File: src/rtl/timer_countdown_pkg.sv
// timer_countdown_pkg: state encoding and default widths shared by the timer blocks.
package timer_countdown_pkg;
    localparam int DEFAULT_DATA_WIDTH     = 16;
    localparam int DEFAULT_PRESCALE_WIDTH = 8;
    typedef enum logic {ST_IDLE = 1'b0, ST_RUN = 1'b1} state_e;
endpackage

File: src/rtl/timer_prescaler.sv
// timer_prescaler: enabled clock divider emitting a tick every prescale_i+1 enabled clocks.
module timer_prescaler
    import timer_countdown_pkg::*;
#(
    parameter int WIDTH = DEFAULT_PRESCALE_WIDTH
) (
    input  logic             clk_i,
    input  logic             rst_i,
    input  logic             en_i,
    input  logic             clr_i,
    input  logic [WIDTH-1:0] prescale_i,
    output logic             tick_o
);
    logic [WIDTH-1:0] cnt_q, cnt_d;
    // >= rather than == so a prescale lowered mid-period ticks immediately
    assign tick_o = en_i && (cnt_q >= prescale_i);
    always_comb cnt_d = clr_i ? '0 : !en_i ? cnt_q : tick_o ? '0 : cnt_q + 1'b1;
    always_ff @(posedge clk_i) begin
        if (rst_i) cnt_q <= '0;
        else       cnt_q <= cnt_d;
    end
endmodule

File: src/rtl/timer_countdown.sv
// timer_countdown: prescaled down-counter with one-shot/periodic reload, TC strobe and sticky expired flag.
module timer_countdown
    import timer_countdown_pkg::*;
#(
    parameter int DATA_WIDTH     = DEFAULT_DATA_WIDTH,
    parameter int PRESCALE_WIDTH = DEFAULT_PRESCALE_WIDTH
) (
    input  logic                      CLOCK,
    input  logic                      RESET,
    input  logic                      LOAD,
    input  logic [DATA_WIDTH-1:0]     LOAD_VALUE,
    input  logic                      START,
    input  logic                      STOP,
    input  logic                      AUTO_RELOAD,
    input  logic [PRESCALE_WIDTH-1:0] PRESCALE,
    input  logic                      CLEAR_EXPIRED,
    output logic [DATA_WIDTH-1:0]     DATA,
    output logic                      RUNNING,
    output logic                      TC,
    output logic                      EXPIRED
);
    state_e                state_q;
    logic [DATA_WIDTH-1:0] count_q, reload_q;
    logic                  tc_q, expired_q, tick;

    timer_prescaler #(.WIDTH(PRESCALE_WIDTH)) u_prescaler (
        .clk_i      (CLOCK),
        .rst_i      (RESET),
        .en_i       (state_q == ST_RUN),
        .clr_i      (LOAD | START | STOP),
        .prescale_i (PRESCALE),
        .tick_o     (tick)
    );

    always_ff @(posedge CLOCK) begin
        if (RESET) begin
            state_q   <= ST_IDLE;
            count_q   <= '0;
            reload_q  <= '0;
            tc_q      <= 1'b0;
            expired_q <= 1'b0;
        end else begin
            tc_q <= 1'b0;
            if (CLEAR_EXPIRED) expired_q <= 1'b0;
            if (LOAD) begin
                reload_q <= LOAD_VALUE;
                count_q  <= LOAD_VALUE;
                if (LOAD_VALUE == '0 || STOP) state_q <= ST_IDLE;
                else if (START)               state_q <= ST_RUN;
            end else if (STOP) begin
                state_q <= ST_IDLE;
            end else if (START) begin
                if (state_q == ST_IDLE && count_q != '0) begin
                    state_q <= ST_RUN;
                end else if (state_q == ST_IDLE && reload_q != '0) begin
                    count_q <= reload_q;
                    state_q <= ST_RUN;
                end
            end else if (tick) begin
                // expiry: later set of expired_q overrides a coincident clear
                if (count_q == DATA_WIDTH'(1)) begin
                    tc_q      <= 1'b1;
                    expired_q <= 1'b1;
                    count_q   <= (AUTO_RELOAD && reload_q != '0) ? reload_q : '0;
                    state_q   <= (AUTO_RELOAD && reload_q != '0) ? ST_RUN : ST_IDLE;
                end else if (count_q != '0) begin
                    count_q <= count_q - 1'b1;
                end else begin
                    state_q <= ST_IDLE;
                end
            end
        end
    end

    assign DATA    = count_q;
    assign RUNNING = (state_q == ST_RUN);
    assign TC      = tc_q;
    assign EXPIRED = expired_q;
endmodule

File: config.mk
export PLATFORM = sky130hd
export DESIGN_NAME = timer_countdown
export DESIGN_NICKNAME = d
export VERILOG_FILES = /design/src/rtl/timer_countdown_pkg.sv /design/src/rtl/timer_prescaler.sv /design/src/rtl/timer_countdown.sv
export SDC_FILE = /design/constraint.sdc
export NUM_CORES = 1
export LEC_CHECK = 0
export CAP_MARGIN = 40
export CORE_ASPECT_RATIO = 1.75
export CORE_MARGIN = 2
export CORE_UTILIZATION = 52
export DETAILED_ROUTE_END_ITERATION = 12
export MAX_ROUTING_LAYER = met4
export PLACE_DENSITY = 0.8
export RECOVER_POWER = 100
export SLEW_MARGIN = 20
export SYNTH_ARGS = -nofsm -noshare
export SYNTH_HDL_FRONTEND = slang
export SYNTH_SLANG_ARGS = --single-unit
File: constraint.sdc
create_clock -name CLOCK -period 2.8 [get_ports CLOCK]
set_input_delay 0.7 -clock CLOCK [delete_from_list [all_inputs] [get_ports CLOCK]]
set_output_delay 0.7 -clock CLOCK [all_outputs]
set_load 0.01 [all_outputs]
**Word level (Yosys, flattened, before mapping)**

Index checks and enable logic that the tools add are counted.

- Bitwise operators: 4
- Reduce and logical (&&, ||, !) cells: 15
- Order comparisons: 1
- Equality and inequality tests: 7
- $add $sub $neg: 2
- Multiplexer cells: 28

Operators by type and width:

| operator | count |
|---|---|
| 16-bit two-way mux | 9 |
| 16-bit nonzero test | 2 |
| 1-bit two-way mux | 18 |
| 16-bit by 1-bit equality test with 1-bit output, second input constant | 1 |
| 16-bit zero test | 1 |
| 16-bit by 1-bit subtractor with 16-bit output, second input constant | 1 |
| 8-bit by 1-bit adder with 8-bit output, second input constant | 1 |
| 8-bit greater-or-equal comparator | 1 |
| 8-bit two-way mux | 1 |
| 4-bit nonzero test | 2 |
| 5-bit by 2-bit != test with 1-bit output, second input constant | 1 |
| 5-bit by 4-bit != test with 1-bit output, second input constant | 1 |
| 5-bit AND reduction | 1 |
| 5-bit OR reduction | 1 |
| 1-bit logical AND | 4 |
| 4-bit AND reduction | 1 |
| 3-bit by 1-bit != test with 1-bit output, second input constant | 1 |
| 3-bit by 2-bit != test with 1-bit output, second input constant | 1 |
| 3-bit != test, second input constant | 1 |
| 3-bit nonzero test | 1 |
| 2-bit != test, second input constant | 1 |
| 1-bit NOT | 2 |
| 1-bit OR | 2 |
| 2-bit OR reduction | 1 |
| 1-bit logical OR | 1 |

- Register bits after elaboration: 43
- Word-level logic and storage cells: 63

**Logic depth before layout (Yosys ltp)**

- Depth after elaboration: 8
- Gate-level depth with buffers: 9
- Mapped depth without buffers: 8

**By module**

From an unflattened synthesis, not the netlist that was laid out.

- Cell total of the unflattened synthesis: 345
- Area, all modules: 2934.1 sq um

Modules (own cells, without submodules):

| module | seq. area each (sq um) | cells an instance | area an instance (sq um) | times used |
|---|---|---|---|---|
| timer_countdown | 700.7 | 281 | 2309.7 | 1 |
| timer_prescaler | 160.2 | 64 | 624.3 | 1 |

**Worst setup path before layout**

No wires, ideal clock.

- Kind: input to register
- Start: in PRESCALE[2]
- End: reg count_q[10], in the netlist DATA[10]
- Data required time: 2.722 ns
- Data arrival time: 2.321 ns
- Setup slack: 0.401 ns
- Stages on the path: 9
- Setup time: 0.078 ns
- Path buffers: 1
- Path through: inv_1 ha_1 a211oi_1 o21ai_0 a21oi_1 a221o_1 buf_6 a211oi_1 nor3_1

- Word-level cells in the longest chain between the ends: 4

Ends and longest elaborated chain:

| element | RTL line | source |
|---|---|---|
| start: declaration | timer_countdown.sv:15 | `input logic [PRESCALE_WIDTH-1:0] PRESCALE,` |
| 8-bit greater-or-equal comparator | timer_prescaler.sv:16 | `assign tick_o = en_i && (cnt_q >= prescale_i);` |
| 1-bit logical AND | timer_prescaler.sv:16 |  |
| 3-bit nonzero test (no line) | n/a |  |
| 5-bit AND reduction (no line) | n/a |  |
| end signal: assignment | timer_countdown.sv:56 | `count_q <= reload_q;` |
| end signal: assignment | timer_countdown.sv:64 | `count_q <= (AUTO_RELOAD && reload_q != '0) ? reload_q : '0;` |
| end signal: assignment | timer_countdown.sv:67 | `count_q <= count_q - 1'b1;` |
| end: declaration | timer_countdown.sv:23 | `logic [DATA_WIDTH-1:0] count_q, reload_q;` |

No other way between the ends.
A chain may end at the register's enable or synchronous reset.

**Final worst setup path**

- Start: in PRESCALE[7]
- End: reg count_q[5], in the netlist DATA[5]

Same word-level chain as after synthesis.

==> impl_results.md <==
- Hold Crit Class: reg -> reg
- Placed wire-length estimate: 5.87 mm
- Via/cell ratio: between 6 and 7
- Status: complete, no violations
- Ys flop type: dfxtp_1
- Max frequency: roughly 0.38 GHz
- PwrDens: 519 nW/um2
- Slew at the pin closest to its max-slew limit: a little over 0.7 ns
- Startpoint Class: primary input
- Fillers: 396
- All-layer global routing usage: 0.294
- Grt total ovfl: 0
- Leak pwr: 1.30 nW
- Tot Pwr: 0.00171 W
- Antenna violations before repair: 0
- Final hold slack: approximately 0.5 ns
- Post-synth EDFFs: 0
- Largest net degree at the start of global routing: 33
- Final ANT Viol Nets: 0
- Seq/Total Area, Yosys: 0.343
- Yosys top cell area share: 0.343
- First-pass GRT wire length: approximately 12 mm
- Wire per inst: 17.4 um
- CTS clk-pin slew, worst paths: 0.09 ns
- Crit Path Class: in -> reg
- Final setup violation count: 0
- Post-Layout Cell Count: 430
- Clock sinks: 43
- Cells after DPL: 422
- Max IR drop VDD: a little under 0.5 mV
- DRT Pass-1 Iters: 4
- RSZ-0062 raised after global routing: false
- Critical Path Sink Type: register
- Vias in the first global route: 2583
- Worst EP arrival: 2.79 ns
- Most frequent cell after synthesis: dfxtp_1
- TritonCTS clock tree: done
- Final net count: approximately 420
- IO Port Bufs: 49
- Final-report hold violation count: 0
- Mapped Cells: 311
- Drt initial violations: 95
- DRC viols: 0
- Die width: approximately 56 um
- Cell variety after synth: 53
- Worst EP required: between 2 and 3 ns
- Share of layout cells above drive strength 1: 0.106
- GP Congestion: 0.993
- Clock Skews: approximately 0.0081 ns
- Post-CTS setup buffer count: 0
- Worst-Skew Late Latency: 0.31 ns
- Htree depth: 2
- Period minus WS final: 2.61 ns
- Cell taking the most area after synthesis: dfxtp_1
- Ys async rst share: 0
- Max-cap violations: 0
- Period utilisation layout: 0.932
- Clock root cell: clkbuf_8
- Max clock buf depth: 2
- Synth Warn #: 0
- Syn Nets: 353
- Most instantiated cells after synthesis: dfxtp_1 (43), nand2_1 (37), nor2_1 (37), a21oi_1 (18)
- Slew headroom: 0.520
- I/O pin cnt: 50
- Mapped Area: 2510 um2
- Via count: 2648
- Core Area: 4670 um2
- Synth area leaders: dfxtp_1 (34%), nand2_1 (5.5%), nor2_1 (5.5%), ha_1 (5.5%), a211oi_1 (4.5%)
- Avg Cell Area, Syn: 8.06 um2
- TritonCTS Buffers: 5
- Ant diodes: 0
- Total wire length: 7.47 mm
- Core Rows: 33
- Die height: 95.9 um
- Starting density of the core: 0.537
- P&R area growth vs syn: 31.6%
- Critical-path maximum fanout: 4
- Max Slew Vio Count: 0
- Yosys reg bits: 43
- Area of the die: 5420 um2
## registers in the layout, indices dropped and copies added (netlist names)
register           flops
DATA                  16
reload_q              16
u_prescaler.cnt_q      8
EXPIRED                1
RUNNING                1
TC                     1
## per-stage QoR
stage,util,worst slack [ns],area (um2),setup TNS (ns)
floorplan,-,0.401,2510,0
global placement,0.685,-0.133,3190,-0.839
detailed placement,0.685,-0.163,3190,-0.970
CTS,0.709,0.157,3310,0
global route,0.707,0.00681,3300,0
finish,0.707,0.191,3300,0
## cell usage in the layout, fill, tap and decap left out, drive strengths merged, types with 2 or more instances in the layout
cell           synthesis  layout
nor2b                  2       2
nor4                  12      12
clkdlybuf4s50          0      29
and4                   2       2
a211oi                16      16
nor3                  15      15
o211ai                 2       2
nand4                  8       8
nor3b                  4       4
mux2i                  4       4
nand2                 37      37
a221oi                 2       2
nand3                  6       6
clkinv                 1       3
o21ai                 14      14
nand4b                 2       2
nor2                  37      37
inv                   13      13
o31ai                  3       3
clkbuf                12       8
dfxtp                 43      43
or4                    2       2
a21oi                 19      19
a31oi                  2       2
a311oi                 2       2
xor2                  11      11
ha                    11      11
dlygate4sd3            0      20
and3                   2       2
buf                    3      22
xnor2                  8       8
## power breakdown
part	switching, W	total [W]	internal, W
registers	0.0000602	0.000711	0.000651
clock network	0.000231	0.000496	0.000266
logic	0.000258	0.000505	0.000247
total	0.000549	0.00171	0.00116
## worst paths after layout
path              slack, ns  cells after the start           end    startpoint
setup / recovery       0.19                      9       DATA[5]   PRESCALE[7]
hold / removal         0.49                      2  reload_q[15]  reload_q[15]
setup reg to reg       0.24                      8       DATA[5]       DATA[0]
hold reg to reg        0.49                      2  reload_q[15]  reload_q[15]
## kinds of logic after synthesis
kind of cell	after synthesis	synth area share
compound gates	72	0.198
flops	43	0.343
buf+inv	29	0.0484
simple gates	132	0.267
fa+ha+maj	11	0.0549
xor+xnor	19	0.0664
mux	5	0.0220
## worst max-delay path, cell delays in order
cell and delay, ns:
clkdlybuf4s50_1 0.46, inv_1 0.04, ha_1 0.28, nand2_1 0.06, o21ai_0 0.19, a21oi_1 0.08
a221o_1 0.40, a2111oi_0 0.45, nor3_1 0.12
## final cells by class
type | count | area [um2] | area share
clock buffer | 5 | 68.8 | 0.0208
timing repair buffer | 74 | 683 | 0.207
tap | 52 | 65.1 | 0.0197
inverter | 14 | 52.6 | 0.0159
multi-input combinational | 239 | 1530 | 0.462
sequential | 43 | 861 | 0.261
clock inverter | 3 | 43.8 | 0.0133
## what timing repair did
| action | CTS | global route |
|---|---|---|
| gates resized for setup | 0 | 1 |
| hold buffers | 0 | 0 |
| setup endpoints to repair | 0 | 2 |
## metal layers
layer	wire length (um)	track usage	vias up
li1	-	-	1259
met1	2660	0.272	1251
met2	4010	0.545	98
met3	290	0.0336	40
met4	517	0.216	0
met5	0	-	-
Power figures use the tool's default switching activity.
